[src/rtl/bpu_pkg.sv]
// Shared constants, target-mode encodings and the buffered prediction entry.
package bpu_pkg;

    localparam int unsigned DEF_SLOTS      = 16;
    localparam int unsigned DEF_CNT_W      = 2;
    localparam int unsigned DEF_PC_W       = 64;
    localparam int unsigned DEF_TGT_W      = 32;
    localparam int unsigned DEF_INST_BYTES = 4;

    localparam int unsigned TGT_MODE_ZEXT   = 0;
    localparam int unsigned TGT_MODE_CONCAT = 1;

    // Entry fields are sized for the widest legal configuration (PC_W <= 64, SLOTS <= 32).
    localparam int unsigned PC_MAX_W   = 64;
    localparam int unsigned SLOT_MAX_W = 5;

    typedef struct packed {
        logic [PC_MAX_W-1:0]   base_pc;
        logic [PC_MAX_W-1:0]   trigger_pc;
        logic [PC_MAX_W-1:0]   target;
        logic                  taken;
        logic [SLOT_MAX_W-1:0] slot;
    } pred_entry_t;

endpackage

[src/rtl/bpu_first_taken_enc.sv]
// Finds the lowest slot at or after the start slot whose counter predicts taken.
module bpu_first_taken_enc #(
    parameter int unsigned SLOTS = 16,
    parameter int unsigned CNT_W = 2,
    localparam int unsigned IDX_W = $clog2(SLOTS)
) (
    input  logic [SLOTS*CNT_W-1:0] bht_i,
    input  logic [IDX_W-1:0]       start_i,
    output logic                   found_o,
    output logic [IDX_W-1:0]       index_o
);

    // Weakly-taken threshold: counter value 2^(CNT_W-1).
    localparam logic [CNT_W-1:0] THRESH = CNT_W'(1) << (CNT_W - 1);

    logic [SLOTS-1:0] elig;

    // Per-slot eligibility: live slot and counter in the taken half.
    for (genvar g = 0; g < SLOTS; g++) begin : g_elig
        assign elig[g] = (32'(start_i) <= 32'(g)) && (bht_i[g*CNT_W +: CNT_W] >= THRESH);
    end

    // Priority pick of the lowest eligible slot.
    always_comb begin
        found_o = 1'b0;
        index_o = '0;
        for (int i = 0; i < SLOTS; i++) begin
            if (elig[i] && !found_o) begin
                found_o = 1'b1;
                index_o = IDX_W'(i);
            end
        end
    end

endmodule

[src/rtl/bhtbtb_pred_stage.sv]
// Prediction stage: scans a BHT/BTB read beat for the first taken slot and
// buffers the result in a 2-entry FIFO, counting consumed taken predictions.
module bhtbtb_pred_stage import bpu_pkg::*; #(
    parameter int unsigned SLOTS        = DEF_SLOTS,
    parameter int unsigned CNT_W        = DEF_CNT_W,
    parameter int unsigned PC_W         = DEF_PC_W,
    parameter int unsigned TGT_W        = DEF_TGT_W,
    parameter int unsigned INST_BYTES   = DEF_INST_BYTES,
    parameter int unsigned TGT_MODE     = TGT_MODE_ZEXT,
    parameter logic [31:0] STAT_RST_VAL = 32'h0,
    localparam int unsigned IDX_W = $clog2(SLOTS)
) (
    input  logic                   clock,
    input  logic                   reset_n,
    input  logic                   flush,
    input  logic                   in_valid,
    output logic                   in_ready,
    input  logic [SLOTS*CNT_W-1:0] in_bht,
    input  logic [TGT_W-1:0]       in_btb_tgt,
    input  logic                   in_tag_hit,
    input  logic [PC_W-1:0]        in_pc,
    input  logic [IDX_W-1:0]       in_start_slot,
    output logic                   out_valid,
    input  logic                   out_ready,
    output logic [PC_W-1:0]        out_base_pc,
    output logic [PC_W-1:0]        out_trigger_pc,
    output logic [PC_W-1:0]        out_target,
    output logic                   out_taken,
    output logic [IDX_W-1:0]       out_slot,
    output logic [31:0]            stat_taken_cnt
);

    logic             found;
    logic [IDX_W-1:0] idx;
    logic             taken;
    logic [PC_W-1:0]  trig_pc;
    logic [PC_W-1:0]  tgt_ext;
    pred_entry_t      new_entry;
    pred_entry_t      head;

    pred_entry_t mem_q [2];
    pred_entry_t mem_d [2];
    logic        wr_ptr_q, wr_ptr_d;
    logic        rd_ptr_q, rd_ptr_d;
    logic [1:0]  occ_q, occ_d;
    logic        rdy_q;
    logic [31:0] stat_q, stat_d;
    logic        push, pop;

    bpu_first_taken_enc #(
        .SLOTS (SLOTS),
        .CNT_W (CNT_W)
    ) u_enc (
        .bht_i   (in_bht),
        .start_i (in_start_slot),
        .found_o (found),
        .index_o (idx)
    );

    assign taken   = found & in_tag_hit;
    assign trig_pc = in_pc + PC_W'(idx) * PC_W'(INST_BYTES);

    // Target formation: region-relative targets borrow the base PC upper bits.
    if (TGT_MODE == TGT_MODE_CONCAT && TGT_W < PC_W) begin : g_tgt_cat
        assign tgt_ext = {in_pc[PC_W-1:TGT_W], in_btb_tgt};
    end else begin : g_tgt_zext
        assign tgt_ext = PC_W'(in_btb_tgt);
    end

    // Build the entry to buffer; not-taken beats carry only the base PC.
    always_comb begin
        new_entry         = '0;
        new_entry.base_pc = PC_MAX_W'(in_pc);
        if (taken) begin
            new_entry.trigger_pc = PC_MAX_W'(trig_pc);
            new_entry.target     = PC_MAX_W'(tgt_ext);
            new_entry.taken      = 1'b1;
            new_entry.slot       = SLOT_MAX_W'(idx);
        end
    end

    assign head      = mem_q[rd_ptr_q];
    assign out_valid = (occ_q != 2'd0);
    assign in_ready  = rdy_q & ~occ_q[1] & ~flush;
    assign push      = in_valid & in_ready;
    assign pop       = out_valid & out_ready & ~flush;

    assign out_base_pc    = PC_W'(head.base_pc);
    assign out_trigger_pc = PC_W'(head.trigger_pc);
    assign out_target     = PC_W'(head.target);
    assign out_taken      = head.taken;
    assign out_slot       = IDX_W'(head.slot);
    assign stat_taken_cnt = stat_q;

    // FIFO and counter next state; flush empties the FIFO but leaves the counter.
    always_comb begin
        mem_d    = mem_q;
        wr_ptr_d = wr_ptr_q;
        rd_ptr_d = rd_ptr_q;
        occ_d    = occ_q;
        stat_d   = stat_q;
        if (flush) begin
            occ_d    = 2'd0;
            wr_ptr_d = 1'b0;
            rd_ptr_d = 1'b0;
        end else begin
            if (push) begin
                mem_d[wr_ptr_q] = new_entry;
                wr_ptr_d        = ~wr_ptr_q;
            end
            if (pop) begin
                rd_ptr_d = ~rd_ptr_q;
            end
            occ_d = occ_q + 2'(push) - 2'(pop);
        end
        if (pop && head.taken && (stat_q != 32'hFFFF_FFFF)) begin
            stat_d = stat_q + 32'd1;
        end
    end

    // State registers with synchronous active-low reset.
    always_ff @(posedge clock) begin
        if (!reset_n) begin
            mem_q    <= '{default: '0};
            wr_ptr_q <= 1'b0;
            rd_ptr_q <= 1'b0;
            occ_q    <= 2'd0;
            rdy_q    <= 1'b0;
            stat_q   <= STAT_RST_VAL;
        end else begin
            mem_q    <= mem_d;
            wr_ptr_q <= wr_ptr_d;
            rd_ptr_q <= rd_ptr_d;
            occ_q    <= occ_d;
            rdy_q    <= 1'b1;
            stat_q   <= stat_d;
        end
    end

endmodule

[config.mk]
export PLATFORM = sky130hd
export DESIGN_NAME = bhtbtb_pred_stage
export DESIGN_NICKNAME = d
export VERILOG_FILES = /design/src/rtl/bpu_pkg.sv /design/src/rtl/bpu_first_taken_enc.sv /design/src/rtl/bhtbtb_pred_stage.sv
export SDC_FILE = /design/constraint.sdc
export NUM_CORES = 1
export LEC_CHECK = 0
export ABC_AREA = 1
export CORE_MARGIN = 2
export CORE_UTILIZATION = 53
export CTS_BUF_LIST = sky130_fd_sc_hd__clkbuf_4 sky130_fd_sc_hd__clkbuf_8
export DETAILED_ROUTE_END_ITERATION = 16
export PLACE_DENSITY = 0.91
export SLEW_MARGIN = 20
export SYNTH_ARGS = -nofsm -noshare
export SYNTH_HDL_FRONTEND = slang
export SYNTH_SLANG_ARGS = --single-unit
[constraint.sdc]
create_clock -name clock -period 4.2 [get_ports clock]
set_clock_uncertainty 0.05 [all_clocks]
set_input_delay 0.63 -clock clock [delete_from_list [all_inputs] [get_ports clock]]
set_output_delay 0.63 -clock clock [all_outputs]
set_load 0.02 [all_outputs]
==> results.ini <==
[sta]
hold_slack_ns = 0.400
tightest_slew_ns = 0.973
fin_crit_sh_pct = 91.9
layout_min_cycle_time_ns = 3.86
maxSlewHeadroom_pct = 35.2
setup_violations = 0
hold_viol = 0
fin_setup_tns_ns = 0
fmaxAchievable_ghz = 0.259
report.final.slew_viol_count = 0

[floorplanning]
die_y_um = 187
io_pins = 369
coreArea_um2 = 32700
die_w_um = 187
dieArea_um2 = 34900
initial_core_util_pct = 54.1
rows = 66

[yosys]
yosysWarnings = 0
yosysMostFrequentCell = nand2_1
synthTopCellsByCount = 604 x nand2_1, 409 x o21ai_0, 367 x dfxtp_1
synth_top_area_share_pct = 41.5
yosys.area.top_type = dfxtp_1
synth_edf_count = 0
synth_seq_cells = 367
syn-cell-area_um2 = 17700
synthDistinctLibCells = 45
synthArstFlopShare_pct = 0
syn-instance-count = 2561
seq_area_frac_synth_pct = 41.5
synthFlopType = dfxtp_1
syn_area_per_cell_um2 = 6.91
synth_area_leaders = dfxtp_1 41%, nand2_1 13%, o21ai_0 12%

[global_routing]
grt_pass1_vias = 17900
grt_overflow = 0
grt_antenna_before_repair = 9
grt_use_total_pct = 31.7
grt_pass1_wl_mm = 91.4
grt_start_max_net_pins = 243

[worst_setup_path]
rrSetupSlack_ns = 1.10
criticalPathCategory = input port to flip-flop
critPathLaunch = in_start_slot[2]
end_kind = flip-flop
cp_max_fo = 6
r2r_cells = 13
start_kind = input port
required_ns = 4.64
endpoint = mem_q[119]
crit_arrival_ns = 4.29
r2r_start = rd_ptr_q
worst_r2r_endpoint = stat_taken_cnt[18]

[cells_and_area]
final_util_pct = 69.4
area_delta_synth_final_pct = 28.2
final.fill_count = 2588
drive_gt1_share_pct = 8.58
nNetsFinal = 2991

[run_status]
status = finished clean

[drt]
ant_nets = 0
wl_per_cell_um = 17.4
first_pass_iters = 8
drtIter0Drc = 1482
drt_wl_total_mm = 57.9
vias_per_cell = 5.54
drc = 0
num_vias = 18500

[clock_tree]
cts-root-buf = clkbuf_8
ctsHoldBuffers = 0
cts_setup_buffers = 0
path_clk_slew_ns = 0.06
cts_tree = built
clk_latency_ns = 0.62
ctsResizeCount = 0
cts_buffers = 59
htree_num_levels = 2
clock-sinks = 367
cts_max_path_buffers = 3

[flow_run]
drv_cap = 0

[pwr]
leakage_nw = 9.33
irDropWorstVdd_uv = 321
p_per_area_nw_per_um2 = 358

[place]
hpwl_mm = 39.5
io_buffers = 320
gp_congestion = 0.939

[min_path]
hold_path_class = flip-flop to flip-flop

-- how the worst min path moves through the flow --
stage	from	end	slack, ns	depth (start not counted)
2_1_floorplan	mem_q[332]	mem_q[332]	0.37	2
3_3_place_gp	mem_q[344]	mem_q[344]	0.38	2
3_5_place_dp	mem_q[351]	mem_q[351]	0.39	2
4_1_cts	mem_q[351]	mem_q[351]	0.40	2
5_1_grt	mem_q[351]	mem_q[351]	0.41	2
6_report	mem_q[361]	mem_q[361]	0.40	2
-- cell type report --
type	instances	area (um^2)	area share, %
flip-flops and latches	367	7350	32.4
well taps	442	553	2.44
inverters	203	763	3.36
multi-input cells	1826	8870	39.1
repair buffers	387	3790	16.7
diodes	5	12.5	0.0551
clock inverters	21	210	0.926
clock buffers	87	1130	5.00
-- cells in the final DEF, fill, tap and decap left out, drive strengths merged, types with 4 or more instances in the layout --
cell type	Yosys	layout
nor4	11	11
buf	49	68
dfxtp	367	367
nand3	50	50
ha	8	8
nor2	191	191
conb	1	32
nand2	625	625
a21oi	315	315
clkinv	2	17
xnor2	20	20
o21ai	412	412
nand4	39	39
clkdlybuf4s50	0	316
inv	201	201
xor2	54	54
nor3	45	45
nor3b	4	4
clkbuf	147	87
diode	0	5
-- metrics by stage --
stage / total power, W / cells / setup slack, ns / instance area [um^2]
floorplan: 0.00426 / 2592 / 0.460 / 17800
global placement: 0.00472 / 3225 / -0.300 / 21200
detailed placement: 0.00476 / 3225 / -0.499 / 21200
CTS: 0.00814 / 3333 / 0.129 / 22600
global route: 0.00840 / 3334 / -0.0154 / 22700
finish: 0.00813 / 3338 / 0.341 / 22700
-- report_power, final --
group          internal (W)  switching (W)  total, W
combinational      0.000432       0.000672   0.00110
clock               0.00193        0.00148   0.00341
sequential          0.00357      0.0000393   0.00361
-- logic make-up (layout without fill, tap and decap cells) --
group / Yosys count / after routing / share of synthesized area (%)
fa+ha+maj: 9 / 9 / 0.678
flops: 367 / 367 / 41.5
simple gates: 975 / 975 / 23.4
xor+xnor: 74 / 74 / 3.66
buf+inv: 399 / 698 / 9.61
compound gates: 736 / 736 / 21.1
other cells: 1 / 37 / 0.0212
-- layer usage --
metal	GRT usage, %	share of wire [%]	routed length [um]	vias to the layer above
li1	-	-	-	8881
met1	38.3	40	23000	8501
met2	52.9	47	26900	902
met3	7.41	8.5	4930	196
met4	16.2	5.3	3060	8
met5	0	0.076	44	-
-- state kept, by name, summed over array words and instances (netlist names) --
| register | count |
|---|---|
| mem_q | 330 |
| rdy_q | 1 |
| stat_taken_cnt | 32 |
| occ_q | 2 |
| wr_ptr_q | 1 |
| rd_ptr_q | 1 |
-- worst max-delay path, stage by stage --
cell             delay (ns)
clkdlybuf4s50_1        0.44
buf_4                  0.17
nand2_1                0.07
nand3_1                0.14
buf_4                  0.19
nand3_1                0.09
nand3b_1               0.13
o21ai_0                0.14
a31oi_1                0.19
nand2_1                0.08
inv_1                  0.06
nand2_1                0.11
ha_1                   0.33
nand2_1                0.08
nor2_2                 0.14
a21oi_1                0.10
nor2_2                 0.10
buf_4                  0.15
nand2_1                0.17
nor3_1                 0.36
xnor2_1                0.17
inv_1                  0.06
nand2_1                0.10
a21oi_1                0.09
Note: power is estimated with default switching activity, not from simulation.
